**config.mk**
```make
export PLATFORM = sky130hd
export DESIGN_NAME = and_gate_bist
export DESIGN_NICKNAME = d
export VERILOG_FILES = /design/src/rtl/and_gate_bist.sv
export SDC_FILE = /design/constraint.sdc
export NUM_CORES = 1
export LEC_CHECK = 0
export BUFFER_PORTS_ARGS = -buffer_cell sky130_fd_sc_hd__buf_4
export CORE_AREA = 4 4 59 61
export CTS_CLUSTER_DIAMETER = 200
export DETAILED_ROUTE_END_ITERATION = 10
export DIE_AREA = 0 0 63 65
export PLACE_DENSITY = 0.73
export SETUP_SLACK_MARGIN = 0.02
export SLEW_MARGIN = 20
export SYNTH_ARGS = -nofsm -noshare
export SYNTH_HDL_FRONTEND = slang
export SYNTH_SLANG_ARGS = --single-unit
```
**constraint.sdc**
```tcl
create_clock -name clk -period 2.3 [get_ports clk]
set_clock_uncertainty 0.1 [all_clocks]
set_input_delay 0.23 -clock clk [delete_from_list [all_inputs] [get_ports clk]]
set_output_delay 0.23 -clock clk [all_outputs]
set_load 0.01 [all_outputs]
```
**src/rtl/and_gate_bist.sv**
```systemverilog
// and_gate_bist
// Clocked built-in self-test engine for a 2-input AND gate. It walks the
// gate's inputs through the full truth table (00, 01, 10, 11), waits
// SETTLE_CYCLES cycles on each vector, samples the gate output and
// compares it against the expected AND result.
//
// Ports:
//   clk        system clock, rising edge
//   rst_n      asynchronous active-low reset
//   start      begin a run (accepted only in IDLE)
//   abort      abandon a run in progress (SETTLE/CHECK only)
//   a_o, b_o   drive the gate under test
//   y_i        output of the gate under test
//   busy       high while a run is in progress
//   done       one-cycle pulse after all four vectors are checked
//   pass       last completed run had no mismatches
//   pass_count number of matching vectors
//   fail_count number of mismatching vectors
//   fail_vec   bit k set when vector k mismatched
module and_gate_bist #(
  parameter int SETTLE_CYCLES = 1
) (
  input  logic       clk,
  input  logic       rst_n,
  input  logic       start,
  input  logic       abort,
  output logic       a_o,
  output logic       b_o,
  input  logic       y_i,
  output logic       busy,
  output logic       done,
  output logic       pass,
  output logic [2:0] pass_count,
  output logic [2:0] fail_count,
  output logic [3:0] fail_vec
);

  typedef enum logic [1:0] {
    IDLE   = 2'd0,
    SETTLE = 2'd1,
    CHECK  = 2'd2,
    DONE   = 2'd3
  } state_t;

  // The settle counter counts down to zero, so it is loaded with one less
  // than the number of settle cycles.
  localparam logic [3:0] RELOAD = 4'(SETTLE_CYCLES - 1);

  state_t     state, state_nxt;
  logic [1:0] idx, idx_nxt;
  logic [3:0] cnt, cnt_nxt;
  logic       a_nxt, b_nxt, busy_nxt, done_nxt, pass_nxt;
  logic [2:0] pass_count_nxt, fail_count_nxt;
  logic [3:0] fail_vec_nxt;
  logic       expected;
  logic       match;

  // Vector k drives a=k[1], b=k[0]; the AND of those is the reference.
  assign expected = idx[1] & idx[0];
  // Equality rather than identity: an unknown y_i yields an unknown
  // compare, which the if below routes to the mismatch branch.
  assign match    = (y_i == expected);

  always_ff @(posedge clk or negedge rst_n) begin
    if (!rst_n) begin
      state      <= IDLE;
      idx        <= 2'd0;
      cnt        <= 4'd0;
      a_o        <= 1'b0;
      b_o        <= 1'b0;
      busy       <= 1'b0;
      done       <= 1'b0;
      pass       <= 1'b0;
      pass_count <= 3'd0;
      fail_count <= 3'd0;
      fail_vec   <= 4'd0;
    end else begin
      state      <= state_nxt;
      idx        <= idx_nxt;
      cnt        <= cnt_nxt;
      a_o        <= a_nxt;
      b_o        <= b_nxt;
      busy       <= busy_nxt;
      done       <= done_nxt;
      pass       <= pass_nxt;
      pass_count <= pass_count_nxt;
      fail_count <= fail_count_nxt;
      fail_vec   <= fail_vec_nxt;
    end
  end

  always_comb begin
    state_nxt      = state;
    idx_nxt        = idx;
    cnt_nxt        = cnt;
    a_nxt          = a_o;
    b_nxt          = b_o;
    busy_nxt       = busy;
    done_nxt       = 1'b0;
    pass_nxt       = pass;
    pass_count_nxt = pass_count;
    fail_count_nxt = fail_count;
    fail_vec_nxt   = fail_vec;

    unique case (state)
      IDLE: begin
        // start outranks abort here; abort has no meaning in IDLE.
        if (start) begin
          state_nxt      = SETTLE;
          idx_nxt        = 2'd0;
          cnt_nxt        = RELOAD;
          a_nxt          = 1'b0;
          b_nxt          = 1'b0;
          busy_nxt       = 1'b1;
          pass_nxt       = 1'b0;
          pass_count_nxt = 3'd0;
          fail_count_nxt = 3'd0;
          fail_vec_nxt   = 4'd0;
        end
      end

      SETTLE: begin
        if (abort) begin
          state_nxt = IDLE;
          busy_nxt  = 1'b0;
          a_nxt     = 1'b0;
          b_nxt     = 1'b0;
          pass_nxt  = 1'b0;
        end else if (cnt == 4'd0) begin
          state_nxt = CHECK;
        end else begin
          cnt_nxt = cnt - 4'd1;
        end
      end

      CHECK: begin
        if (abort) begin
          state_nxt = IDLE;
          busy_nxt  = 1'b0;
          a_nxt     = 1'b0;
          b_nxt     = 1'b0;
          pass_nxt  = 1'b0;
        end else begin
          if (match) begin
            pass_count_nxt = pass_count + 3'd1;
          end else begin
            fail_count_nxt    = fail_count + 3'd1;
            fail_vec_nxt[idx] = 1'b1;
          end
          if (idx == 2'd3) begin
            state_nxt = DONE;
          end else begin
            // The next vector goes out on the same edge that records
            // this one's result, so no cycle is lost between vectors.
            idx_nxt   = idx + 2'd1;
            a_nxt     = idx_nxt[1];
            b_nxt     = idx_nxt[0];
            cnt_nxt   = RELOAD;
            state_nxt = SETTLE;
          end
        end
      end

      DONE: begin
        // fail_count already includes the final vector's result here.
        done_nxt  = 1'b1;
        pass_nxt  = (fail_count == 3'd0);
        busy_nxt  = 1'b0;
        state_nxt = IDLE;
      end

      default: state_nxt = IDLE;
    endcase
  end

endmodule

```
==> impl_metrics.tcl, run 1 <==
set metrics [dict create \
    status "finished, final reports clean" \
    synth_compound_area_frac 0.195 \
    p_per_area_mw_per_mm2 1040 \
    cts_tree "yes" \
    die-area_mm2 0.00410 \
    relSlewSlack 0.699 \
    synth_top_family_by_area "compound AO/OA/AOI/OAI gates" \
    post-cts-setup-buffers 0 \
    avgSynthCellArea_um2 10.1 \
    first_iter_violations 15 \
    vias 1095 \
    final_common_cell "dfrtp_1" \
    gp_congestion 0.785 \
    path_max_fanout 6 \
    crit_path_start_kind "flop" \
    rows 20 \
    synth.lib_cells_used.distinct 43 \
    grt_pass1_vias 1126 \
    htreeDepth 1 \
    slew_viol_final 0 \
    worstPathRequired_ns 2.42 \
    final-setup-viol-count 0 \
    drt_pass1_iterations 4 \
    grt_pass1_wl_um 4990 \
    wl_um 2890 \
    root_buffer "clkbuf_4" \
    syn_inst 139 \
    yosys.area.top_type "dfrtp_1" \
    async_flop_share 1.00 \
    rsz0062_at_grt "no" \
    area_delta_synth_final_pct 13.3 \
    ios 20 \
    yosys_warnings 0 \
    fmax_ghz 0.478 \
    synth_seq_cells 23 \
    diodes 0 \
    synth_edf_count 0 \
    arrival_ns 2.21 \
    synth_flop_cell "dfrtp_1" \
    cap_violations 0 \
    core_mm2 0.00298 \
    drive_gt1_frac 0.196 \
    post_synth_fa_ha_maj_area_fraction 0.115 \
    synthMuxAreaShare 0.0470 \
    die_height_um 65 \
    numPortBuffers 19 \
    synth_nets 157 \
    clockBufferDepth 2 \
    fin_crit_sh 0.910 \
    nets 177 \
    insertion_delay_ns 0.31 \
    hold_path_class "in -> reg" \
    syn_area_mm2 0.00141 \
    p_leak_nw 0.787 \
    finalHoldViolCount 0 \
    track_usage 0.155 \
    start_util 0.474 \
    critPathKind "reg -> reg" \
    grt.overflow.total 0 \
    power.total_w 0.00166 \
    antenna_found_initial 0 \
    clock_sinks 23 \
    end_kind "flop" \
    cpPeakStageDelay_ns 0.46 \
    crit_path_cell_trace "ha_1 -> xnor2_1 -> a22o_1 -> and2_1 -> mux2_2" \
    timing.critical_path.buf_inv 0 \
    cts-buffers-inserted 3 \
    worstMarginPinSlew_ns 0.450 \
    ant_nets 0 \
    final_cell_mix "dfrtp_1 (23), buf_4 (20), inv_1 (16)" \
    place_hpwl_um 2150 \
    synthXorXnorAreaFrac 0.0124 \
    irDropWorstVdd_uv 490 \
    clk_pin_slew_worst_paths_ns 0.13 \
    drcViolationCount 0 \
    tns_ns 0 \
    synthSimpleGateAreaFrac 0.151 \
    seq_area_frac_synth 0.408 \
    die_x_um 63 \
    critPathSlowestCell "dfrtp_1" \
    cts-hold-fix-buffers 1 \
    grt_start_max_net_pins 24 \
    postCtsResizedCells 0 \
    wire_per_inst_um 15.1 \
    yosys-top-cells-area "dfrtp_1 (41%), ha_1 (12%), inv_1 (4.3%)" \
    cp_top_family "flip-flops" \
    fin_crit_ns 2.09 \
    synth_top_area_share 0.408 \
    viasPerCell 5.73 \
]
## worst paths after layout
kind                         from             to  slack (ns)  cells after the start
min                         abort       state[1]        0.09                      2
max reg2reg                idx[0]  pass_count[0]        0.21                      5
max in group asynchronous   rst_n  fail_count[1]        1.64                      2
min in group asynchronous   rst_n  pass_count[2]        0.23                      2
min reg2reg                  busy           busy        0.41                      1
max                        idx[0]  pass_count[0]        0.21                      5
## power by group
part	switching, W	internal [W]
Combinational	0.000475	0.000399
Sequential	0.0000867	0.000504
Clock	0.000126	0.0000679
## synthesized netlist by cell type, types with 2 or more instances
master,count
a21oi_1,8
a22o_1,3
and2_1,2
and3_1,3
buf_2,2
buf_6,2
dfrtp_1,23
ha_1,13
inv_1,16
mux2_2,5
nand2_1,7
nand3_1,3
nor2_1,4
nor2b_1,7
nor3_1,3
nor3b_1,3
o21ai_0,7
o22a_1,2
o41ai_1,2
## sequential cells by signal, indices dropped and copies added, names as in the netlist
name and flops:
done 1, pass 1, fail_count 3, state 2, idx 2, pass_count 3, a_o 1, cnt 4
fail_vec 4, b_o 1, busy 1
## cells by family (layout without fill, tap and decap cells)
family          Yosys count  count (layout)
mux                       6               6
flops                    23              23
buf+inv                  22              41
xor+xnor                  2               2
fa+ha+maj                13              13
simple gates             37              37
compound gates           36              36
## through the flow
step / setup WS [ns] / instance area, µm² / cells / utilization / hold WS [ns]
2_1_floorplan: 0.358 / 1410 / 139 / - / -0.166
3_3_place_gp: 0.247 / 1560 / 186 / 0.524 / 0.0400
3_5_place_dp: 0.219 / 1560 / 186 / 0.524 / 0.0455
4_1_cts: 0.192 / 1600 / 191 / 0.537 / 0.0851
6_report: 0.207 / 1600 / 191 / 0.537 / 0.0947
5_1_grt: 0.0762 / 1600 / 191 / 0.537 / 0.0881
## area by class of cell
cell class | instances | area (µm²)
Multi-Input combinational cell | 94 | 734
Inverter | 16 | 60.1
Sequential cell | 23 | 576
Fill cell | 260 | 1380
Tap cell | 33 | 41.3
Clock buffer | 4 | 26.3
Timing Repair Buffer | 21 | 160
## metal layers
metal	vias up	global-route usage	routed length [µm]
li1	527	-	-
met1	536	0.183	1270
met2	26	0.269	1430
met3	6	0.0277	136
met4	0	0.0771	53
met5	-	0	0
Power figures use the tool's default switching activity.
==> inputs of run 2 (changes only) <==
clock period = 1.97 ns   (was 2.3 ns; I/O delays follow)
==> impl_metrics.tcl, run 2 (same netlist as run 1, synthesis figures left out) <==
set metrics [dict create \
    status "finished, final reports clean" \
    final-setup-viol-count 0 \
    htreeDepth 1 \
    hold_path_class "in -> reg" \
    gp_congestion 0.823 \
    end_kind "flop" \
    first_iter_violations 28 \
    path_max_fanout 6 \
    fin_area_mm2 0.00168 \
    slew_viol_final 0 \
    final_cell_mix "buf_4 (26), dfrtp_1 (23), inv_1 (15)" \
    grt_start_max_net_pins 24 \
    nFillCells 257 \
    antenna_found_initial 0 \
    placed_cell_area_mm2 0.00159 \
    clockBufferDepth 2 \
    grt_pass1_wl_um 5290 \
    die-area_mm2 0.00410 \
    die_x_um 63 \
    regToRegSetupSlack_ns 0.10 \
    final_common_cell "buf_4" \
    cap_violations 0 \
    track_usage 0.158 \
    core_mm2 0.00298 \
    ant_nets 0 \
    top_regs "cnt: 4 flops, fail_vec: 4 flops" \
    irDropWorstVdd_uv 475 \
    wire_per_inst_um 15.2 \
    crit_path_start_kind "flop" \
    area_delta_synth_final_pct 19.3 \
    seqCellArea_um2 576 \
    cts-buffers-inserted 3 \
    diodes 0 \
    p_leak_nw 0.819 \
    grt_pass1_vias 1188 \
    numPortBuffers 19 \
    die_height_um 65 \
    drcViolationCount 0 \
    crit_path_cell_trace "ha_2 -> xnor2_1 -> a22o_1 -> and2_1 -> mux2_2" \
    multi_input_area_um2 774 \
    cts_tree "yes" \
    drive_gt1_frac 0.285 \
    finalHoldViolCount 0 \
    critPathSlowestCell "dfrtp_1" \
    arrival_ns 1.99 \
    insertion_delay_ns 0.31 \
    viasPerCell 5.65 \
    place_hpwl_um 2280 \
    rsz0062_at_grt "no" \
    rows 20 \
    clk_pin_slew_worst_paths_ns 0.13 \
    cp_top_family "flip-flops" \
    fmax_ghz 0.535 \
    critPathKind "reg -> reg" \
    p_per_area_mw_per_mm2 1230 \
    vias 1119 \
    timing.critical_path.buf_inv 0 \
    ios 20 \
    drt_pass1_iterations 2 \
    root_buffer "clkbuf_4" \
    fin_crit_ns 1.87 \
    clock_sinks 23 \
    nets 184 \
    start_util 0.474 \
    grt.overflow.total 0 \
    relSlewSlack 0.706 \
    fin_crit_sh 0.949 \
    cpPeakStageDelay_ns 0.43 \
    wl_um 3010 \
    worstMarginPinSlew_ns 0.439 \
    worstPathRequired_ns 2.09 \
    final_core_util 0.565 \
]
==> run 2: stage by stage <==
stage	hold WS (ns)	setup WS, ns	std cells	power (W)	setup TNS, ns
CTS	0.0490	0.0246	195	0.00200	0
detailed placement	0.0108	-0.0272	190	0.00177	-0.0272
global placement	0.00458	0.0890	190	0.00172	0
finish	0.0665	0.100	198	0.00208	0
floorplan	-0.199	0.0282	139	0.00147	0
global route	0.0859	0.0243	198	0.00226	0
==> run 2: metal layers <==
layer	GRT usage	wire length (µm)	vias up
met2	0.302	1590	18
li1	-	-	539
met5	0	0	-
met1	0.180	1300	560
met4	0.0358	24	0
met3	0.0277	99	2
==> run 2: cell type report <==
type / count / area share
clock buffer: 4 / 0.0156
multi-input combinational: 95 / 0.460
inverter: 16 / 0.0357
sequential: 23 / 0.342
tap: 33 / 0.0245
timing repair buffer: 27 / 0.122
==> run 2: final timing paths <==
kind | to | cells after the start | from
max | pass_count[0] | 5 | idx[1]
min | state[1] | 2 | abort
max in group asynchronous | a_o | 2 | rst_n
max reg2reg | pass_count[0] | 5 | idx[1]
min in group asynchronous | fail_count[1] | 2 | rst_n
min reg2reg | busy | 1 | busy
==> run 2: power by group <==
part / internal, W / switching, W / total (W)
clock network: 0.0000792 / 0.000146 / 0.000225
registers: 0.000588 / 0.0000967 / 0.000685
logic: 0.000560 / 0.000608 / 0.00117
total: 0.00123 / 0.000850 / 0.00208
==> run 2: what timing repair did <==
item / CTS / global route
buffers inserted: 0 / 2
gates cloned: 0 / 1
hold endpoints to repair: 23 / 0
endpoints found under the setup margin: 2 / 12
pin swaps: 1 / 1
hold buffers: 1 / 0
resized for setup: 1 / 11
==> inputs of run 3 (changes only) <==
CORE_AREA = 4 4 81 45   (was 4 4 59 61)
DIE_AREA = 0 0 85 49   (was 0 0 63 65)
PLACE_DENSITY = 0.74   (was 0.73)
clock period = 1.8 ns   (was 1.97 ns; I/O delays follow)
==> impl_metrics.tcl, run 3 (same netlist as run 1, synthesis figures left out) <==
set metrics [dict create \
    first_iter_violations 35 \
    insertion_delay_ns 0.27 \
    sw_frac_of_total 0.391 \
    power_frac_comb 0.591 \
    hold_path_class "in -> reg" \
    core_mm2 0.00293 \
    grt_pass1_vias 1150 \
    die_height_um 49 \
    final_cell_mix "buf_4 (36), dfrtp_1 (22), inv_1 (14)" \
    fmax_ghz 0.566 \
    pwr-share-seq 0.287 \
    place_hpwl_um 2160 \
    grt_start_max_net_pins 24 \
    status "finished, final reports clean" \
    slew_viol_final 0 \
    arrival_ns 1.83 \
    start_util 0.482 \
    rsz0062_at_grt "yes" \
    wire_per_inst_um 14.3 \
    clockBufferDepth 2 \
    viasPerCell 5.26 \
    drcViolationCount 0 \
    crit_path_start_kind "flop" \
    grt_pass1_wl_um 5170 \
    gp_congestion 0.777 \
    track_usage 0.153 \
    fin_crit_sh 0.981 \
    nets 195 \
    grt.overflow.total 0 \
    die_x_um 85 \
    clock_sinks 23 \
    antenna_found_initial 0 \
    diodes 0 \
    switching_power_w 0.00103 \
    numPortBuffers 19 \
    power.total_w 0.00264 \
    area_delta_synth_final_pct 34.1 \
    nFillCells 227 \
    irDropWorstVdd_uv 576 \
    p_per_area_mw_per_mm2 1400 \
    drt_pass1_iterations 4 \
    rr_startpoint "state[1]" \
    finalHoldViolCount 0 \
    final-setup-viol-count 0 \
    critPathKind "reg -> reg" \
    htreeDepth 1 \
    cp_top_family "compound AO/OA/AOI/OAI gates" \
    timing.critical_path.buf_inv 1 \
    relSlewSlack 0.716 \
    hp-start "abort" \
    cap_violations 0 \
    cts_tree "yes" \
    final_common_cell "buf_4" \
    clockPowerShare 0.123 \
    die-area_mm2 0.00417 \
    wl_um 3090 \
    path_max_fanout 6 \
    crit_path_cell_trace "buf_6 -> ha_4 -> a2111oi_4 -> a21boi_1 -> a41o_1" \
    drive_gt1_frac 0.392 \
    vias 1137 \
    critPathSlowestCell "dfrtp_2" \
    ant_nets 0 \
    worstMarginPinSlew_ns 0.426 \
    cts-buffers-inserted 3 \
    fin_crit_ns 1.77 \
    rows 14 \
    worstPathRequired_ns 1.86 \
    whs_ns 0.131 \
    ios 20 \
    top_regs "cnt: 4 flops, fail_vec: 4 flops" \
    p_leak_nw 0.904 \
    clk_pin_slew_worst_paths_ns 0.08 \
    cp-startpoint "state[1]" \
    p_int_w 0.00161 \
    end_kind "flop" \
    regToRegSetupSlack_ns 0.03 \
    root_buffer "clkbuf_8" \
    cpPeakStageDelay_ns 0.47 \
]
[run 3: final cells by class]
class	count	area (µm²)	area share
clock buffers	3	41.3	0.0218
clock inverters	1	5.00	0.00265
inverters	16	60.1	0.0318
multi-input cells	94	851	0.450
flip-flops and latches	23	577	0.305
well taps	40	50.0	0.0265
repair buffers	39	307	0.162
[run 3: per-layer routing]
layer | up-vias | share of wire | GRT usage
met5 | - | 0 | 0
met4 | 0 | 0.0074 | 0.0368
met3 | 2 | 0.030 | 0.0354
met2 | 13 | 0.50 | 0.267
met1 | 556 | 0.47 | 0.192
li1 | 566 | - | -
[run 3: worst register-to-register path, stage by stage (launching register included)]
cell	delay [ns]
dfrtp_2	0.47
buf_6	0.14
ha_4	0.16
a2111oi_4	0.46
a21boi_1	0.12
a41o_1	0.22
[run 3: power groups by stage]
stage	registers (W)	logic, W	clock network [W]
after detailed placement	0.000748	0.00131	0
after floorplan	0.000770	0.000854	0
after CTS	0.000737	0.00137	0.000341
after global placement	0.000738	0.00130	0
after global routing	0.000778	0.00173	0.000366
final	0.000758	0.00156	0.000324
[run 3: final timing paths]
path,endpoint,depth (start not counted)
worst max-delay path,cnt[2],5
worst min-delay path,state[1],2
worst max register to register,cnt[2],5
worst min register to register,fail_vec[0],1
max in group asynchronous,state[1],2
min in group asynchronous,fail_vec[0],2
[run 3: per-stage QoR]
step	area [µm²]	utilization	cells	setup WS (ns)	TNS (ns)
2_1_floorplan	1440	-	139	-0.0169	-0.0169
3_3_place_gp	1690	0.577	206	0.00313	0
3_5_place_dp	1690	0.577	206	-0.0797	-0.275
4_1_cts	1780	0.609	214	0.00784	0
5_1_grt	1890	0.646	216	-0.0478	-0.190
6_report	1890	0.646	216	0.0335	0
[run 3: what timing repair did]
item / CTS / global route
gates resized for setup: 8 / 20
setup endpoints to repair: 12 / 17
hold buffers: 1 / 0
pin swaps: 2 / 7
endpoints found under the hold margin: 23 / 0
buffers inserted: 3 / 2
gates cloned: 0 / 0
